[src/rtl/gray_to_rgb_mapper_if.sv]
// rtl/gray_to_rgb_mapper_if.sv - pixel-in / rgb-out stream bundle for the colour mapper
interface gray_to_rgb_mapper_if #(
    parameter int PIX_W = 8
);
    logic             in_valid;
    logic             in_ready;
    logic [PIX_W-1:0] in_pixel;
    logic             out_valid;
    logic             out_ready;
    logic [PIX_W-1:0] rgb_r;
    logic [PIX_W-1:0] rgb_g;
    logic [PIX_W-1:0] rgb_b;
    logic             out_sof;
    logic             out_eol;
    logic             out_eof;

    // master is the source/sink pair around the mapper, slave is the mapper itself
    modport master (
        output in_valid, in_pixel, out_ready,
        input  in_ready, out_valid, rgb_r, rgb_g, rgb_b, out_sof, out_eol, out_eof
    );

    modport slave (
        input  in_valid, in_pixel, out_ready,
        output in_ready, out_valid, rgb_r, rgb_g, rgb_b, out_sof, out_eol, out_eof
    );
endinterface

[src/rtl/gray_to_rgb_mapper.sv]
// rtl/gray_to_rgb_mapper.sv - streaming gray/binary pixel to RGB mapper with frame sideband
module gray_to_rgb_mapper #(
    parameter int PIX_W  = 8,
    parameter int IMG_W  = 256,
    parameter int IMG_H  = 256,
    parameter int CNT_W  = 16,
    parameter int FCNT_W = 16
) (
    input  logic                 clk,
    input  logic                 rst,
    gray_to_rgb_mapper_if.slave  px,
    input  logic [1:0]           cfg_mode,
    input  logic [PIX_W-1:0]     cfg_thresh,
    input  logic [3*PIX_W-1:0]   cfg_fg,
    input  logic [3*PIX_W-1:0]   cfg_bg,
    output logic [FCNT_W-1:0]    frame_cnt
);
    localparam logic [PIX_W-1:0] PIX_MAX  = '1;
    localparam logic [PIX_W-1:0] PIX_HALF = {1'b1, {(PIX_W-1){1'b0}}};
    localparam logic [CNT_W-1:0] COL_LAST = CNT_W'(IMG_W - 1);
    localparam logic [CNT_W-1:0] ROW_LAST = CNT_W'(IMG_H - 1);

    typedef enum logic [1:0] {
        MODE_REPL   = 2'd0,
        MODE_THRESH = 2'd1,
        MODE_INV    = 2'd2,
        MODE_RAMP   = 2'd3
    } mode_e;

    logic                 out_valid_q, out_valid_d;
    logic [PIX_W-1:0]     rgb_r_q, rgb_r_d;
    logic [PIX_W-1:0]     rgb_g_q, rgb_g_d;
    logic [PIX_W-1:0]     rgb_b_q, rgb_b_d;
    logic                 sof_q, sof_d;
    logic                 eol_q, eol_d;
    logic                 eof_q, eof_d;
    logic [CNT_W-1:0]     col_q, col_d;
    logic [CNT_W-1:0]     row_q, row_d;
    logic [FCNT_W-1:0]    frame_cnt_q, frame_cnt_d;
    mode_e                mode_q, mode_d;
    logic [PIX_W-1:0]     thresh_q, thresh_d;
    logic [3*PIX_W-1:0]   fg_q, fg_d;
    logic [3*PIX_W-1:0]   bg_q, bg_d;

    logic                 in_ready_c;
    logic                 accept;
    logic                 frame_start;
    logic                 col_last;
    logic                 row_last;
    mode_e                mode_eff;
    logic [PIX_W-1:0]     thresh_eff;
    logic [3*PIX_W-1:0]   fg_eff;
    logic [3*PIX_W-1:0]   bg_eff;
    logic [PIX_W-1:0]     map_r, map_g, map_b;

    // Reset holds the input closed so nothing is accepted into a discarded frame
    always_comb begin
        in_ready_c  = rst && (!out_valid_q || px.out_ready);
        accept      = px.in_valid && in_ready_c;
        frame_start = (col_q == '0) && (row_q == '0);
        col_last    = (col_q == COL_LAST);
        row_last    = (row_q == ROW_LAST);
    end

    // The first pixel of a frame sees the live config; the rest see the latched copy
    always_comb begin
        if (frame_start) begin
            mode_eff   = mode_e'(cfg_mode);
            thresh_eff = cfg_thresh;
            fg_eff     = cfg_fg;
            bg_eff     = cfg_bg;
        end else begin
            mode_eff   = mode_q;
            thresh_eff = thresh_q;
            fg_eff     = fg_q;
            bg_eff     = bg_q;
        end
    end

    always_comb begin
        map_r = '0;
        map_g = '0;
        map_b = '0;
        case (mode_eff)
            MODE_REPL: begin
                map_r = px.in_pixel;
                map_g = px.in_pixel;
                map_b = px.in_pixel;
            end
            MODE_THRESH: begin
                if (px.in_pixel >= thresh_eff) begin
                    {map_r, map_g, map_b} = fg_eff;
                end else begin
                    {map_r, map_g, map_b} = bg_eff;
                end
            end
            MODE_INV: begin
                map_r = PIX_MAX - px.in_pixel;
                map_g = PIX_MAX - px.in_pixel;
                map_b = PIX_MAX - px.in_pixel;
            end
            MODE_RAMP: begin
                // Lower half ramps blue->green, upper half ramps green->red
                if (px.in_pixel < PIX_HALF) begin
                    map_r = '0;
                    map_g = px.in_pixel << 1;
                    map_b = PIX_MAX - map_g;
                end else begin
                    map_r = (px.in_pixel - PIX_HALF) << 1;
                    map_g = PIX_MAX - map_r;
                    map_b = '0;
                end
            end
            default: begin
                map_r = '0;
                map_g = '0;
                map_b = '0;
            end
        endcase
    end

    always_comb begin
        out_valid_d = out_valid_q;
        rgb_r_d     = rgb_r_q;
        rgb_g_d     = rgb_g_q;
        rgb_b_d     = rgb_b_q;
        sof_d       = sof_q;
        eol_d       = eol_q;
        eof_d       = eof_q;
        col_d       = col_q;
        row_d       = row_q;
        frame_cnt_d = frame_cnt_q;
        mode_d      = mode_q;
        thresh_d    = thresh_q;
        fg_d        = fg_q;
        bg_d        = bg_q;

        if (accept) begin
            out_valid_d = 1'b1;
            rgb_r_d     = map_r;
            rgb_g_d     = map_g;
            rgb_b_d     = map_b;
            sof_d       = frame_start;
            eol_d       = col_last;
            eof_d       = col_last && row_last;

            if (frame_start) begin
                mode_d   = mode_e'(cfg_mode);
                thresh_d = cfg_thresh;
                fg_d     = cfg_fg;
                bg_d     = cfg_bg;
            end

            if (col_last) begin
                col_d = '0;
                if (row_last) begin
                    row_d       = '0;
                    frame_cnt_d = frame_cnt_q + FCNT_W'(1);
                end else begin
                    row_d = row_q + CNT_W'(1);
                end
            end else begin
                col_d = col_q + CNT_W'(1);
            end
        end else if (px.out_ready) begin
            out_valid_d = 1'b0;
        end
    end

    always_ff @(posedge clk) begin
        if (!rst) begin
            out_valid_q <= 1'b0;
            rgb_r_q     <= '0;
            rgb_g_q     <= '0;
            rgb_b_q     <= '0;
            sof_q       <= 1'b0;
            eol_q       <= 1'b0;
            eof_q       <= 1'b0;
            col_q       <= '0;
            row_q       <= '0;
            frame_cnt_q <= '0;
            mode_q      <= MODE_REPL;
            thresh_q    <= '0;
            fg_q        <= '0;
            bg_q        <= '0;
        end else begin
            out_valid_q <= out_valid_d;
            rgb_r_q     <= rgb_r_d;
            rgb_g_q     <= rgb_g_d;
            rgb_b_q     <= rgb_b_d;
            sof_q       <= sof_d;
            eol_q       <= eol_d;
            eof_q       <= eof_d;
            col_q       <= col_d;
            row_q       <= row_d;
            frame_cnt_q <= frame_cnt_d;
            mode_q      <= mode_d;
            thresh_q    <= thresh_d;
            fg_q        <= fg_d;
            bg_q        <= bg_d;
        end
    end

    assign px.in_ready  = in_ready_c;
    assign px.out_valid = out_valid_q;
    assign px.rgb_r     = rgb_r_q;
    assign px.rgb_g     = rgb_g_q;
    assign px.rgb_b     = rgb_b_q;
    assign px.out_sof   = sof_q;
    assign px.out_eol   = eol_q;
    assign px.out_eof   = eof_q;
    assign frame_cnt    = frame_cnt_q;
endmodule
[src/flat_wrapper.sv]
// flat-port wrapper written by rule: the top's interface ports become plain ports
module gray_to_rgb_mapper_flat 
#(
    parameter int PIX_W  = 8,
    parameter int IMG_W  = 256,
    parameter int IMG_H  = 256,
    parameter int CNT_W  = 16,
    parameter int FCNT_W = 16
)
  (clk, rst, cfg_mode, cfg_thresh, cfg_fg, cfg_bg, frame_cnt, px_in_valid, px_in_pixel, px_out_ready, px_in_ready, px_out_valid, px_rgb_r, px_rgb_g, px_rgb_b, px_out_sof, px_out_eol, px_out_eof);
  gray_to_rgb_mapper_if #(.PIX_W(PIX_W)) px_i ();
  input  logic clk;
  input  logic rst;
  input  logic [1:0] cfg_mode;
  input  logic [PIX_W-1:0] cfg_thresh;
  input  logic [3*PIX_W-1:0] cfg_fg;
  input  logic [3*PIX_W-1:0] cfg_bg;
  output logic [FCNT_W-1:0] frame_cnt;
  input wire logic [$bits(px_i.in_valid)-1:0] px_in_valid;
  input wire logic [$bits(px_i.in_pixel)-1:0] px_in_pixel;
  input wire logic [$bits(px_i.out_ready)-1:0] px_out_ready;
  output wire logic [$bits(px_i.in_ready)-1:0] px_in_ready;
  output wire logic [$bits(px_i.out_valid)-1:0] px_out_valid;
  output wire logic [$bits(px_i.rgb_r)-1:0] px_rgb_r;
  output wire logic [$bits(px_i.rgb_g)-1:0] px_rgb_g;
  output wire logic [$bits(px_i.rgb_b)-1:0] px_rgb_b;
  output wire logic [$bits(px_i.out_sof)-1:0] px_out_sof;
  output wire logic [$bits(px_i.out_eol)-1:0] px_out_eol;
  output wire logic [$bits(px_i.out_eof)-1:0] px_out_eof;
  assign px_i.in_valid = px_in_valid;
  assign px_i.in_pixel = px_in_pixel;
  assign px_i.out_ready = px_out_ready;
  assign px_in_ready = px_i.in_ready;
  assign px_out_valid = px_i.out_valid;
  assign px_rgb_r = px_i.rgb_r;
  assign px_rgb_g = px_i.rgb_g;
  assign px_rgb_b = px_i.rgb_b;
  assign px_out_sof = px_i.out_sof;
  assign px_out_eol = px_i.out_eol;
  assign px_out_eof = px_i.out_eof;
  gray_to_rgb_mapper #(.PIX_W(PIX_W), .IMG_W(IMG_W), .IMG_H(IMG_H), .CNT_W(CNT_W), .FCNT_W(FCNT_W)) u_core (.clk(clk), .rst(rst), .px(px_i), .cfg_mode(cfg_mode), .cfg_thresh(cfg_thresh), .cfg_fg(cfg_fg), .cfg_bg(cfg_bg), .frame_cnt(frame_cnt));
endmodule
[config.mk]
export PLATFORM = sky130hd
export DESIGN_NAME = gray_to_rgb_mapper_flat
export DESIGN_NICKNAME = d
export VERILOG_FILES = /design/src/rtl/gray_to_rgb_mapper_if.sv /design/src/rtl/gray_to_rgb_mapper.sv /design/src/flat_wrapper.sv
export SDC_FILE = /design/constraint.sdc
export NUM_CORES = 1
export LEC_CHECK = 0
export CAP_MARGIN = 0
export CORE_AREA = 3 3 139 141
export DETAILED_ROUTE_END_ITERATION = 12
export DIE_AREA = 0 0 142 144
export PLACE_DENSITY = 0.64
export SYNTH_ARGS = -nofsm -noshare
export SYNTH_HDL_FRONTEND = slang
export SYNTH_SLANG_ARGS = --single-unit
[constraint.sdc]
create_clock -name clk -period 12.6 [get_ports clk]
set_input_delay 3.78 -clock clk [delete_from_list [all_inputs] [get_ports clk]]
set_output_delay 3.78 -clock clk [all_outputs]
set_load 0.05 [all_outputs]
==> results.json, run 1 <==
{
  "gp_congestion": 0.805,
  "ctsResizeCount": 0,
  "insertion_delay_ns": 0.42,
  "ys_warn_count": 0,
  "critical-path-max-stage-delay_ns": 0.80,
  "yosys_register_bits": 134,
  "wl_per_cell_microns": 16.8,
  "syn-instance-count": 938,
  "power_leakage_nw": 3.35,
  "finalNetCount": 1111,
  "clk_pin_slew_worst_paths_ns": 0.06,
  "power_mw": 1.14,
  "grt_pass1_wl_microns": 33900,
  "synth-edff-count": 0,
  "numCtsBuffers": 17,
  "setup_violations": 0,
  "r2r_cells": 14,
  "drtIter0Drc": 508,
  "grt_max_degree": 68,
  "hold_buffers": 0,
  "antenna_found_initial": 1,
  "dieArea_sq_mm": 0.0204,
  "endpoint_kind": "output port",
  "placed_area_sq_mm": 0.00855,
  "grt_pass1_vias": 6375,
  "power.density_mw_per_mm2": 125,
  "postSynthAreaPerCell_sq_um": 7.72,
  "hold_path_class": "flip-flop to flip-flop",
  "worstPathArrival_ns": 5.53,
  "cp_num_buf_inv": 3,
  "min_path_cells": 2,
  "ant_nets": 0,
  "fin_area_sq_mm": 0.00910,
  "fp.coreArea_sq_mm": 0.0181,
  "die-height_microns": 144,
  "cp_top_family": "buffers and inverters",
  "status": "completed",
  "track_usage_pct": 20.6,
  "vias_per_cell": 5.47,
  "path_cells": "clkdlybuf4s50_1 -> buf_4 -> and2_1 -> clkdlybuf4s50_1",
  "relSlewSlack_pct": 44.3,
  "root_buffer": "clkbuf_16",
  "min_to": "u_core.fg_q[10]$_SDFFE_PN0P_",
  "rows": 49,
  "cts_setup_buffers": 0,
  "tritoncts": "done",
  "syn_nets": 1035,
  "synth_async_sr_flop_share_pct": 0,
  "skew_ns": 0.00873,
  "num_antenna_cells": 0,
  "netlist_area_sq_mm": 0.00724,
  "drt_first_pass_iters": 5,
  "synth_seq_area_share_pct": 37.0,
  "timing.final.crit_share_pct": 73.9,
  "maxCapViolations": 0,
  "drive_above_1_share_pct": 5.84,
  "vias": 6871,
  "tightest_slew_ns": 0.836,
  "grt_overflow": 0,
  "finalSetupTns_ns": 0,
  "critPathRequiredTime_ns": 8.82,
  "cts_buffer_depth": 2,
  "r2r_setup_slack_ns": 7.36,
  "min_from": "u_core.fg_q[10]$_SDFFE_PN0P_",
  "hold_violations": 0,
  "crit_type": "input pin to output port",
  "dominantRegCellSynth": "dfxtp_1",
  "maxSlewViolCount": 0,
  "wl_microns": 21000,
  "crit_top_cell": "clkdlybuf4s50_1",
  "synth_cell_types": 45,
  "min_period_ns": 9.31,
  "critPathLaunchType": "input pin",
  "r2r-end": "u_core.px.rgb_b[6]$_SDFFE_PN0P_",
  "drc": 0,
  "cp_slowest_cell": "clkdlybuf4s50_1",
  "dp_hpwl_microns": 14000,
  "port_buffers": 114,
  "cts_max_level": 4,
  "io_pins": 115,
  "max_freq_ghz": 0.107,
  "start_util_pct": 40.0,
  "clock-sinks": 134,
  "reg2reg_from": "u_core.row_q[12]$_SDFFE_PN0P_",
  "ir_drop_mv": 0.0884,
  "dieWidth_microns": 142,
  "fillers": 1747,
  "rsz0062_at_grt": "no",
  "cp_max_fo": 32,
  "area_delta_synth_final_pct": 25.7
}
registers in the layout, summed over array words and instances (netlist names), 2 cells and up:
signal / flops
u_core.bg_q: 24
u_core.fg_q: 24
u_core.col_q: 16
u_core.frame_cnt: 16
u_core.row_q: 16
u_core.px.rgb_b: 8
u_core.px.rgb_g: 8
u_core.px.rgb_r: 8
u_core.thresh_q: 8
u_core.mode_q: 2
cell usage in the layout (no fill, tap or decap), drive strengths merged, types with 2 or more instances in the layout:
master | netlist | routed
inv | 21 | 23
nand3 | 18 | 18
clkbuf | 53 | 17
or4bb | 2 | 2
clkinvlp | 0 | 2
nand4 | 14 | 14
clkdlybuf4s50 | 0 | 114
nor3b | 2 | 2
mux2i | 8 | 8
a2111oi | 2 | 2
and3 | 3 | 3
ha | 27 | 27
or4 | 8 | 8
dfxtp | 134 | 134
and2 | 5 | 5
or3 | 5 | 5
xor2 | 22 | 22
xnor2 | 32 | 32
buf | 15 | 11
a211oi | 47 | 47
o21ai | 22 | 22
a21boi | 24 | 24
nand2 | 195 | 195
a21o | 21 | 21
a311o | 24 | 24
a21oi | 142 | 142
nor2 | 64 | 64
a31o | 2 | 2
clkinv | 0 | 10
nor3 | 6 | 6
a31oi | 2 | 2
nor4 | 9 | 9
worst max-delay path by stage:
stage,startpoint,end,slack (ns),cells after the start
floorplan,rst,px_in_ready,4.02,3
global placement,rst,px_in_ready,3.28,4
detailed placement,rst,px_in_ready,3.29,4
CTS,rst,px_in_ready,3.28,4
global route,rst,px_in_ready,3.21,4
finish,rst,px_in_ready,3.29,4
synthesized netlist by cell type (2+ instances only):
library cell	n	area, sq um
or4bb_1	2	22.5
clkbuf_1	53	199
a21boi_0	24	180
and2_1	5	31.3
a211oi_1	47	353
dfxtp_1	134	2680
mux2i_1	8	80.1
or4_4	2	22.5
and3_1	3	18.8
a21o_1	21	158
nor4_2	2	25.0
a2111oi_0	2	17.5
a31o_2	2	17.5
ha_1	27	338
a31oi_1	2	12.5
inv_1	20	75.1
a21oi_1	142	711
buf_2	12	60.1
nor3_1	5	25.0
xnor2_1	32	280
nor2_1	63	236
xor2_1	22	193
o21ai_0	22	110
buf_1	3	11.3
or3_1	5	31.3
nand3_1	18	90.1
nand2_1	195	732
nand4_1	14	87.6
a311o_1	24	240
or4_1	6	45.0
nor4_1	7	43.8
report_power, final:
group / switching [mW] / internal [mW]
combinational: 0.134 / 0.0807
clock: 0.196 / 0.272
sequential: 0.0121 / 0.443
total: 0.342 / 0.795
metrics by stage:
step | hold slack (ns) | setup slack (ns) | std cells | utilization (%)
5_1_grt | 0.465 | 3.21 | 1256 | 50.3
2_1_floorplan | 0.428 | 4.02 | 938 | -
3_3_place_gp | 0.434 | 3.28 | 1224 | 47.3
6_report | 0.447 | 3.29 | 1256 | 50.3
3_5_place_dp | 0.440 | 3.29 | 1224 | 47.3
4_1_cts | 0.448 | 3.28 | 1256 | 50.3
cell families (layout without fill, tap and decap cells):
kind of cell               after synthesis  in the layout  share of synthesized area [%]
muxes                                    8              8                           1.11
buffers and inverters                   89            178                           4.82
and+or+nand+nor                        339            339                           20.9
DFF                                    134            134                           37.0
xor gates and xnor gates                54             54                           6.53
AOI/OAI and AO/OA                      287            287                           25.0
adders and majority gates               27             27                           4.66
layer usage:
| metal | routed length, microns | global-route usage, % | share of wire, % |
|---|---|---|---|
| met5 | 9 | 0 | 0.043 |
| met4 | 293 | 5.25 | 1.4 |
| met3 | 1310 | 5.89 | 6.2 |
| met2 | 9850 | 32.8 | 47 |
| met1 | 9580 | 27.5 | 46 |
area by class of cell:
type                            count  area [sq um]  share of cell area, %
Multi-Input combinational cell    715          4270                   47.0
Sequential cell                   134          2680                   29.5
Timing Repair Buffer              125          1220                   13.4
Clock buffer                       17           425                   4.67
Tap cell                          229           287                   3.15
Clock inverter                     15           131                   1.44
Inverter                           21          78.8                  0.866
worst reg2reg max path, delay by kind of cell, from the launching register on:
kind | cells | cell delay [ns]
fa+ha+maj | 1 | 0.26
mux | 1 | 0.29
flops | 1 | 0.34
buf+inv | 3 | 1.42
simple gates | 3 | 1.52
compound gates | 6 | 1.33
Note: power is estimated with default switching activity, not from simulation.
==> inputs of run 2 (changes only) <==
Clock period 12.6 ns to 9 ns, I/O delays scaled along.
==> run 2 against run 1 <==
Net effect: sequential share of layout area shrank 0.28 points; design area grew 0.95%; setup slack lost 1.5 ns; cell count is essentially flat; clock skew shrank 0.0030 ns; die area is the same; via count grew 0.67%; critical path type unchanged; largest cell class unchanged.
==> results.json, run 2 (synthesis gave the netlist of run 1 again) <==
{
  "max_freq_ghz": 0.140,
  "maxSlewViolCount": 0,
  "fin_ws_ns": 1.84,
  "setup_violations": 0,
  "drtIter0Drc": 498,
  "cp_max_fo": 32,
  "cp_num_buf_inv": 3,
  "cts_max_level": 4,
  "power_mw": 1.70,
  "p_sw_mw": 0.473,
  "timing.final.crit_share_pct": 79.5,
  "layout_commonest_cell": "nand2_1",
  "cts_buffer_depth": 2,
  "fp.coreArea_sq_mm": 0.0181,
  "path_cells": "clkdlybuf4s50_1 -> buf_4 -> and2_1 -> clkdlybuf4s50_1",
  "drt_first_pass_iters": 5,
  "dieWidth_microns": 142,
  "tritoncts": "done",
  "finalNetCount": 1111,
  "most-common-layout-cells": "nand2_1, a21oi_1, dfxtp_1, clkdlybuf4s50_1, nor2_1",
  "gp_congestion": 0.800,
  "vias": 6917,
  "min_period_ns": 7.16,
  "vias_per_cell": 5.51,
  "critPathRequiredTime_ns": 6.30,
  "num_antenna_cells": 0,
  "place_ws_ns": 1.84,
  "endpoint_kind": "output port",
  "combPwrFrac_pct": 17.7,
  "clockPowerShare_pct": 44.9,
  "worstPathArrival_ns": 4.46,
  "ant_nets": 0,
  "crit_type": "input pin to output port",
  "io_pins": 115,
  "area_delta_synth_final_pct": 26.9,
  "grt_max_degree": 68,
  "fillers": 1736,
  "cp_slowest_cell": "clkdlybuf4s50_1",
  "status": "completed",
  "wl_microns": 21200,
  "grt_pass1_wl_microns": 33700,
  "port_buffers": 114,
  "r2r_setup_slack_ns": 3.73,
  "power.density_mw_per_mm2": 185,
  "rsz0062_at_grt": "no",
  "reg.largest.list": "u_core.bg_q (24), u_core.fg_q (24)",
  "power_leakage_nw": 3.38,
  "grt_overflow": 0,
  "cts_setup_buffers": 0,
  "tightest_slew_ns": 0.880,
  "critPathLaunchType": "input pin",
  "ir_drop_mv": 0.143,
  "swShare_pct": 27.7,
  "rows": 49,
  "start_util_pct": 40.0,
  "crit_top_cell": "clkdlybuf4s50_1",
  "antenna_found_initial": 1,
  "numCtsBuffers": 17,
  "insertion_delay_ns": 0.42,
  "hold_buffers": 0,
  "dieArea_sq_mm": 0.0204,
  "ctsResizeCount": 0,
  "root_buffer": "clkbuf_16",
  "clock-sinks": 134,
  "critical-path-max-stage-delay_ns": 0.80,
  "dp_hpwl_microns": 13900,
  "track_usage_pct": 20.4,
  "maxCapViolations": 0,
  "grt_pass1_vias": 6506,
  "clk_pin_slew_worst_paths_ns": 0.06,
  "cp_top_family": "buffers and inverters",
  "drc": 0,
  "hold_violations": 0,
  "hold_slack_ns": 0.445,
  "die-height_microns": 144,
  "finalSetupTns_ns": 0,
  "skew_ns": 0.00573,
  "wl_per_cell_microns": 16.9,
  "hold_path_class": "flip-flop to flip-flop",
  "relSlewSlack_pct": 41.3,
  "drive_above_1_share_pct": 5.65,
  "p_seq_share_pct": 37.4,
  "internal_power_mw": 1.23
}
==> run 2: changes by cell type in the layout (fill, tap and decap cells not counted), sizes merged <==
cell      delta
bufinv       +4
clkbuf       +2
clkinv       -7
clkinvlp     +1
inv          -1
==> run 2: metrics by stage <==
stage	util [%]	instances	cell area (sq um)
finish	50.8	1255	9190
global route	50.8	1255	9190
CTS	50.8	1255	9190
detailed placement	47.3	1224	8550
global placement	47.3	1224	8550
floorplan	-	938	7240
==> run 2: per-layer routing <==
layer	vias to the layer above	routed length (microns)	global-route usage (%)
met1	3231	9580	26.8
met2	204	9880	32.9
met5	-	8	0
met3	27	1380	5.29
li1	3453	-	-
met4	2	351	6.41
==> run 2: cell type report <==
cell class	instances	area, sq um	area share [%]
multi-input combinational	715	4270	46.5
sequential	134	2680	29.2
timing repair buffer	125	1220	13.3
clock buffer	19	443	4.82
tap	229	287	3.12
clock inverter	12	200	2.18
inverter	21	78.8	0.858
==> run 2: worst paths after layout <==
path	startpoint	end	cells past startpoint
worst min-delay path	u_core.fg_q[20]$_SDFFE_PN0P_	u_core.fg_q[20]$_SDFFE_PN0P_	2
worst max-delay path	rst	px_in_ready	4
worst max register to register	u_core.row_q[12]$_SDFFE_PN0P_	u_core.px.rgb_b[6]$_SDFFE_PN0P_	14
worst min register to register	u_core.fg_q[20]$_SDFFE_PN0P_	u_core.fg_q[20]$_SDFFE_PN0P_	2
==> run 2: power by group through the flow <==
stage	clock [mW]	sequential, mW	combinational (mW)
finish	0.765	0.638	0.301
global route	0.800	0.640	0.327
CTS	0.777	0.637	0.302
detailed placement	0	0.650	0.300
global placement	0	0.649	0.298
floorplan	0	0.692	0.142
==> run 2: worst reg2reg max path: stages (launching register included) <==
cell and delay (ns):
dfxtp_1 0.34, or4_1 0.65, nor4bb_4 0.32, buf_4 0.36
and2_4 0.58, buf_4 0.59, mux2i_1 0.28, ha_1 0.26
a211oi_1 0.22, o21ai_0 0.20, a41oi_4 0.25, buf_4 0.47
a211oi_1 0.18, a311o_1 0.37, a21oi_1 0.13
==> inputs of run 3 (changes only) <==
Clock period 9 ns to 7 ns, I/O delays scaled along.
==> run 3 against run 2 <==
Net effect: wire length down 1.2%; clock skew rose by 0.0018 ns; first-iteration DRC count is 14% lower; critical path depth did not move; combinational power rose by 28%; global-route usage increased by 0.34 points; via count is 1.4% lower; sequential power grew 29%; critical path type unchanged; largest cell class unchanged.
==> results.json, run 3 (synthesis gave the netlist of run 1 again) <==
{
  "hold_buffers": 0,
  "numCtsBuffers": 17,
  "wl_met3_microns": 1370,
  "p_seq_share_pct": 38.6,
  "gp_congestion": 0.792,
  "drt-met1-wl_microns": 9510,
  "cts_max_level": 4,
  "io_pins": 115,
  "p_sw_mw": 0.636,
  "power.density_mw_per_mm2": 232,
  "min_period_ns": 5.78,
  "endpoint_kind": "output port",
  "r2r_cells": 14,
  "antenna_found_initial": 1,
  "power_leakage_nw": 3.37,
  "vias_per_cell": 5.43,
  "skew_ns": 0.00749,
  "track_usage_pct": 20.7,
  "start_util_pct": 40.0,
  "clock-sinks": 134,
  "hold_slack_ns": 0.448,
  "finalSetupTns_ns": 0,
  "num_antenna_cells": 0,
  "rsz0062_at_grt": "no",
  "insertion_delay_ns": 0.43,
  "drtIter0Drc": 426,
  "critPathLaunchType": "input pin",
  "tightest_slew_ns": 1.08,
  "r2r-end": "u_core.px.rgb_r[1]$_SDFFE_PN0P_",
  "dp_hpwl_microns": 14200,
  "power_mw": 2.12,
  "cts_setup_buffers": 0,
  "ctsResizeCount": 0,
  "routed-wl-met2_microns": 9730,
  "max_freq_ghz": 0.173,
  "grt_pass1_vias": 6479,
  "internal_power_mw": 1.49,
  "critPathLaunch": "px_out_ready",
  "most-common-layout-cells": "nand2_1, a21oi_1, dfxtp_1, clkdlybuf4s50_1, nor2_1",
  "tritoncts": "done",
  "clk_pin_slew_worst_paths_ns": 0.06,
  "root_buffer": "clkbuf_16",
  "vias": 6823,
  "timing.final.crit_share_pct": 82.6,
  "wl_microns": 20900,
  "dieArea_sq_mm": 0.0204,
  "ir_drop_mv": 0.170,
  "r2r_setup_slack_ns": 2.07,
  "hold_path_class": "flip-flop to flip-flop",
  "drive_above_1_share_pct": 5.84,
  "status": "completed",
  "layout_commonest_cell": "nand2_1",
  "dieWidth_microns": 142,
  "rows": 49,
  "swShare_pct": 29.9,
  "die-height_microns": 144,
  "port_buffers": 114,
  "fin_ws_ns": 1.22,
  "maxSlewViolCount": 0,
  "grt_overflow": 0,
  "reg.largest.list": "u_core.bg_q (24), u_core.fg_q (24)",
  "worstPathArrival_ns": 3.68,
  "fp.coreArea_sq_mm": 0.0181,
  "wl_per_cell_microns": 16.7,
  "critPathRequiredTime_ns": 4.90,
  "endpoint": "px_in_ready",
  "grt_pass1_wl_microns": 33900,
  "grt_max_degree": 74,
  "clockPowerShare_pct": 43.3,
  "hold_violations": 0,
  "area_delta_synth_final_pct": 26.4,
  "ant_nets": 0,
  "crit_type": "input pin to output port",
  "maxCapViolations": 0,
  "drc": 0,
  "relSlewSlack_pct": 27.9,
  "drt_first_pass_iters": 5,
  "place_ws_ns": 1.22,
  "cp_max_fo": 5,
  "combPwrFrac_pct": 18.1,
  "cts_buffer_depth": 2,
  "top_layer": "met5",
  "reg2reg_from": "u_core.row_q[12]$_SDFFE_PN0P_",
  "utilization_pct": 50.6,
  "setup_violations": 0,
  "finalNetCount": 1111
}
-- run 3: cell types whose count changed in the layout (fill, tap and decap cells not counted), sizes merged --
| cell | delta |
|---|---|
| clkinv | +1 |
| clkbuf | -1 |
| inv | +5 |
| bufinv | -3 |
| clkinvlp | -1 |
-- run 3: power by group through the flow --
stage               sequential, mW  combinational [mW]  clock, mW
finish                       0.820               0.385      0.919
global route                 0.823               0.420      0.973
CTS                          0.820               0.387      0.933
floorplan                    0.890               0.182          0
detailed placement           0.836               0.385          0
global placement             0.836               0.382          0
-- run 3: critical path: stages --
cell             delay, ns
clkdlybuf4s50_1       0.44
nand2b_1              0.17
and2_1                0.16
clkdlybuf4s50_1       0.80
-- run 3: how the worst min path moves through the flow --
| stage | cells after the start | start | slack [ns] | endpoint |
|---|---|---|---|---|
| after floorplan | 2 | u_core.fg_q[0]$_SDFFE_PN0P_ | 0.43 | u_core.fg_q[0]$_SDFFE_PN0P_ |
| after global placement | 2 | u_core.fg_q[11]$_SDFFE_PN0P_ | 0.44 | u_core.fg_q[11]$_SDFFE_PN0P_ |
| after CTS | 2 | u_core.fg_q[23]$_SDFFE_PN0P_ | 0.45 | u_core.fg_q[23]$_SDFFE_PN0P_ |
| final | 2 | u_core.fg_q[4]$_SDFFE_PN0P_ | 0.45 | u_core.fg_q[4]$_SDFFE_PN0P_ |
| after detailed placement | 2 | u_core.fg_q[23]$_SDFFE_PN0P_ | 0.44 | u_core.fg_q[23]$_SDFFE_PN0P_ |
| after global routing | 2 | u_core.bg_q[0]$_SDFFE_PN0P_ | 0.47 | u_core.bg_q[0]$_SDFFE_PN0P_ |
-- run 3: stage by stage --
step	std cells	area, sq um
final	1256	9150
after global routing	1256	9150
after floorplan	938	7240
after global placement	1224	8550
after CTS	1256	9150
after detailed placement	1224	8550
-- run 3: final cells by class --
class                           instances  area (sq um)
Sequential cell                       134          2680
Clock inverter                         14           168
Fill cell                            1778          8930
Clock buffer                           18           439
Timing Repair Buffer                  125          1220
Tap cell                              229           287
Inverter                               21          78.8
Multi-Input combinational cell        715          4270
-- run 3: metal layers --
layer  vias to the layer above  global-route usage, %
met2                       183                   33.8
met5                         -                      0
met4                         2                   5.76
met3                        26                   6.05
li1                       3441                      -
met1                      3171                   27.0
